--- src/rtl/semaforo_pedestre.sv ---
// Pedestrian request conditioner: synchronizes and debounces the push button, latches the
// request and presents it as the controller's bt input aligned to light-A cycle boundaries.
module semaforo_pedestre #(
   parameter int DEB_CYCLES   = 4,
   parameter int SERVE_CYCLES = 1,
   parameter int COOL_CYCLES  = 2
) (
   input  logic       clk,
   input  logic       rst,
   input  logic       btn_raw,
   input  logic [2:0] luz_a,
   output logic       bt,
   output logic       pend,
   output logic       atendido
);

   typedef enum logic [1:0] {
      ST_IDLE,
      ST_PEND,
      ST_SERVE,
      ST_COOL
   } state_t;

   localparam logic [7:0] DEB_LAST   = 8'(DEB_CYCLES - 1);
   localparam logic [3:0] SERVE_LAST = 4'(SERVE_CYCLES);
   localparam logic [3:0] COOL_LAST  = 4'(COOL_CYCLES);
   localparam logic [2:0] LUZ_GREEN  = 3'b001;

   logic       r_sync1;
   logic       r_sync2;
   logic       r_deb;
   logic [7:0] r_debCnt;
   logic [2:0] r_luzPrev;
   state_t     r_state;
   logic [3:0] r_cyc;
   logic       r_guard;
   logic       r_bt;
   logic       r_pend;
   logic       r_atend;

   state_t     w_stateNext;
   logic [3:0] w_cycNext;
   logic [3:0] w_cycInc;
   logic       w_guardNext;
   logic       w_atendNext;
   logic       w_debAccept;
   logic       w_press;
   logic       w_a0Ent;

   always_ff @(posedge clk or negedge rst) begin
      if (!rst) begin
         r_sync1 <= 1'b0;
         r_sync2 <= 1'b0;
      end else begin
         r_sync1 <= btn_raw;
         r_sync2 <= r_sync1;
      end
   end

   // A new level is accepted on the edge of its DEB_CYCLES-th consecutive differing sample;
   // the press pulse coincides with that acceptance edge.
   assign w_debAccept = (r_sync2 != r_deb) && (r_debCnt >= DEB_LAST);
   assign w_press     = w_debAccept && r_sync2;

   always_ff @(posedge clk or negedge rst) begin
      if (!rst) begin
         r_deb    <= 1'b0;
         r_debCnt <= 8'd0;
      end else if (r_sync2 == r_deb) begin
         r_debCnt <= 8'd0;
      end else if (w_debAccept) begin
         r_deb    <= r_sync2;
         r_debCnt <= 8'd0;
      end else if (r_debCnt != 8'hFF) begin
         r_debCnt <= r_debCnt + 8'd1;
      end
   end

   assign w_a0Ent  = (luz_a == LUZ_GREEN) && (r_luzPrev != LUZ_GREEN);
   assign w_cycInc = (r_cyc == 4'hF) ? r_cyc : r_cyc + 4'd1;

   always_ff @(posedge clk or negedge rst) begin
      if (!rst) begin
         r_luzPrev <= LUZ_GREEN;
         r_state   <= ST_IDLE;
         r_cyc     <= 4'd0;
         r_guard   <= 1'b0;
         r_bt      <= 1'b0;
         r_pend    <= 1'b0;
         r_atend   <= 1'b0;
      end else begin
         r_luzPrev <= luz_a;
         r_state   <= w_stateNext;
         r_cyc     <= w_cycNext;
         r_guard   <= w_guardNext;
         r_bt      <= (w_stateNext == ST_SERVE);
         r_pend    <= (w_stateNext == ST_PEND) || ((w_stateNext == ST_COOL) && w_guardNext);
         r_atend   <= w_atendNext;
      end
   end

   always_comb begin
      w_stateNext = r_state;
      w_cycNext   = r_cyc;
      w_guardNext = r_guard;
      w_atendNext = 1'b0;
      case (r_state)
         ST_IDLE: begin
            if (w_press) begin
               w_stateNext = ST_PEND;
            end
         end
         ST_PEND: begin
            if (w_a0Ent) begin
               w_stateNext = ST_SERVE;
               w_cycNext   = 4'd0;
            end
         end
         ST_SERVE: begin
            if (w_a0Ent) begin
               w_cycNext = w_cycInc;
               if (w_cycInc >= SERVE_LAST) begin
                  w_atendNext = 1'b1;
                  w_cycNext   = 4'd0;
                  w_guardNext = 1'b0;
                  w_stateNext = (COOL_CYCLES == 0) ? ST_IDLE : ST_COOL;
               end
            end
         end
         ST_COOL: begin
            // A press that lands on the closing boundary still counts toward the guard.
            w_guardNext = r_guard | w_press;
            if (w_a0Ent) begin
               w_cycNext = w_cycInc;
               if (w_cycInc >= COOL_LAST) begin
                  w_stateNext = w_guardNext ? ST_PEND : ST_IDLE;
                  w_guardNext = 1'b0;
                  w_cycNext   = 4'd0;
               end
            end
         end
         default: begin
            w_stateNext = ST_IDLE;
         end
      endcase
   end

   assign bt       = r_bt;
   assign pend     = r_pend;
   assign atendido = r_atend;

endmodule

--- config.mk ---
export PLATFORM = sky130hd
export DESIGN_NAME = semaforo_pedestre
export DESIGN_NICKNAME = d
export VERILOG_FILES = /design/src/rtl/semaforo_pedestre.sv
export SDC_FILE = /design/constraint.sdc
export NUM_CORES = 1
export LEC_CHECK = 0
export CAP_MARGIN = 20
export CORE_UTILIZATION = 52
export DETAILED_ROUTE_END_ITERATION = 10
export PLACE_DENSITY = 0.73
export SLEW_MARGIN = 20
export SYNTH_ARGS = -nofsm -noshare
export SYNTH_HDL_FRONTEND = slang
export SYNTH_SLANG_ARGS = --single-unit
--- constraint.sdc ---
create_clock -name clk -period 2.25 [get_ports clk]
set_input_delay 0.225 -clock clk [delete_from_list [all_inputs] [get_ports clk]]
set_output_delay 0.225 -clock clk [all_outputs]
set_load 0.03 [all_outputs]
==> flow_summary.ini <==
[run_status]
outcome = finished, final reports clean

[die]
coreArea_sq_um = 1727
io_pins = 9
dieHeight_um = 45.07
die_width_um = 45.07
die-area_sq_um = 2031
initial_utilization = 0.5587
std_cell_rows = 15

[pwr]
power_density_nw_per_um2 = 976.9
vdd_ir_drop_max_uv = 813.7
power.total_mw = 1.136
p_leak_nw = 0.5322

[setup_path]
cp.depth = 6
crit_arrival_ps = 2340
timing_worst_setup_path_type = reg -> reg
startpoint_type = flip-flop
r2r_cells = 6
cp_max_fo = 6
path_buf_inv = 1
worstSetupEndpointType = flip-flop
cp.required_ps = 2500
crit_chain = inv_1 -> ha_1 -> or3_1 -> or2_2 -> a311oi_1 -> o21a_1
cpLargestDelayFamily = simple AND/OR/NAND/NOR gates
slowest_stage = dfrtp_1
max_stage_delay_ps = 450

[routing]
ant_nets = 0
first_iter_violations = 5
drt_drc_violations_left = 0
routed_wl_um = 1423
via_per_inst = 5.125
drt_first_pass_iters = 4
vias = 615
wl_per_cell_um = 11.86

[global_routing]
grt_pass1_wl_um = 2518
track_usage = 0.1765
overflow = 0
antenna_found_initial = 0
grt_start_max_net_pins = 15
grt_pass1_vias = 626

[place]
placed_cells = 116
placed_area_sq_um = 1110
portBuffers = 8
dp_hpwl_um = 1095
routabilityCongestion = 0.7709

[hold_path]
holdCritPathClass = in -> async

[cts]
clock-sinks = 24
holdBufCountCts = 0
cts_tree = yes
cts_resized = 0
clockBufferDepth = 2
numCtsBuffers = 3
h-tree-depth = 1
clk_latency_ps = 310
clk_pin_slew_ps = 130
cts_setup_buffers = 0
root_buffer = clkbuf_4

[sta]
max_freq_mhz = 478.1
final_hold_viol_count = 0
finalWorstPathRequiredPeriod_ps = 2092
skew_ps = 6.464
rsz0062_at_grt = false
setup_viol = 0
fin_crit_sh = 0.9296
slew_violations = 0
fin_tns_setup_ps = 0

[layout]
area_growth_pct = 20.49
finalNonFillerCells = 120
fin_area_sq_um = 1162
nets = 106
nFillCells = 144
drive_above_1_share = 0.1474
num_antenna_cells = 0

[logic_synthesis]
synth_area_sq_um = 964.7
synthDominantCellAreaShare = 0.5966
synth_area_leaders = dfrtp_1 (60%), ha_1 (5.2%), nor2_1 (3.5%)
synthFlopType = dfrtp_1
ys_warn_count = 0
synth_cell_types = 33
synth-seq-area-share = 0.6239
ys_seq_elements = 24
synthArstFlopShare = 1.000
synth_cells = 76
synth_top_area_cell = dfrtp_1
synth_area_per_cell_sq_um = 12.69
synth_edf_count = 0

[job]
cap_violations = 0
[power by group]
part / switching (mW) / internal (mW)
combinational: 0.153 / 0.135
sequential: 0.0534 / 0.492
clock: 0.122 / 0.180
[layout by cell type (no fill, tap or decap), types with 2 or more instances in the layout]
master / n
clkbuf_4: 3
nand2_1: 2
nor3b_1: 2
or4_4: 2
buf_4: 2
o21ai_0: 2
dfrtp_1: 23
a21oi_1: 3
ha_1: 4
nor2_1: 9
inv_1: 3
nor2b_1: 2
conb_1: 6
clkdlybuf4s50_1: 8
nor4b_1: 2
[Yosys cell counts (all sizes together) (2+ instances only)]
cell type  instances
a21oi              3
and2b              2
dfrtp             23
ha                 4
inv                3
nand2              2
nor2               9
nor2b              2
nor3b              2
nor4b              2
o21ai              2
or4                3
[final timing paths]
check | startpoint | to | slack, ps
worst max-delay path | r_cyc[0] | pend | 160
worst min-delay path | rst | r_luzPrev[1] | 230
worst max register to register | r_cyc[0] | pend | 160
worst min register to register | r_sync1 | r_sync2 | 360
max in group asynchronous | rst | r_debCnt[6] | 1470
min in group clk | btn_raw | r_sync1 | 360
[registers in the layout, summed over array words and instances, names as in the netlist]
signal and flops:
r_luzPrev 3, r_debCnt 8, r_sync2 1, r_sync1 1, r_deb 1, atendido 1
r_state 2, r_guard 1, pend 1, bt 1, r_cyc 4
[cell type report]
| cell class | count | area (sq um) | share of cell area |
|---|---|---|---|
| Sequential cell | 24 | 601.8 | 0.5178 |
| Multi-Input combinational cell | 54 | 370.4 | 0.3186 |
| Timing Repair Buffer | 10 | 95.09 | 0.08181 |
| Tap cell | 25 | 31.28 | 0.02691 |
| Clock inverter | 1 | 30.03 | 0.02583 |
| Clock buffer | 3 | 22.52 | 0.01938 |
| Inverter | 3 | 11.26 | 0.009688 |
[stage by stage]
step / setup WS [ps] / hold slack, ps / util
floorplan: 375.2 / -70.59 / -
global placement: 294.8 / 332.7 / 0.6428
detailed placement: 222.5 / 339.5 / 0.6428
CTS: 168.1 / 239.8 / 0.6732
global route: 4.668 / 253.0 / 0.6732
finish: 158.4 / 227.1 / 0.6732
[cells by family (layout without fill, tap and decap cells)]
group,after synthesis,count (layout),synth area share
AOI/OAI and AO/OA,12,12,0.09209
xor gates and xnor gates,1,1,0.009081
adders and majority gates,4,4,0.05188
buffers and inverters,3,17,0.01167
DFF,24,24,0.6239
muxes,1,1,0.01167
other,1,6,0.003887
and+or+nand+nor,30,30,0.1959
[layer usage]
layer / wire (um) / part of all wire / GRT usage
met5: 0 / 0 / 0
met4: 34 / 0.024 / 0.1212
met3: 46 / 0.032 / 0.03200
met2: 687 / 0.48 / 0.2899
met1: 654 / 0.46 / 0.2090
Note: power is estimated with default switching activity, not from simulation.
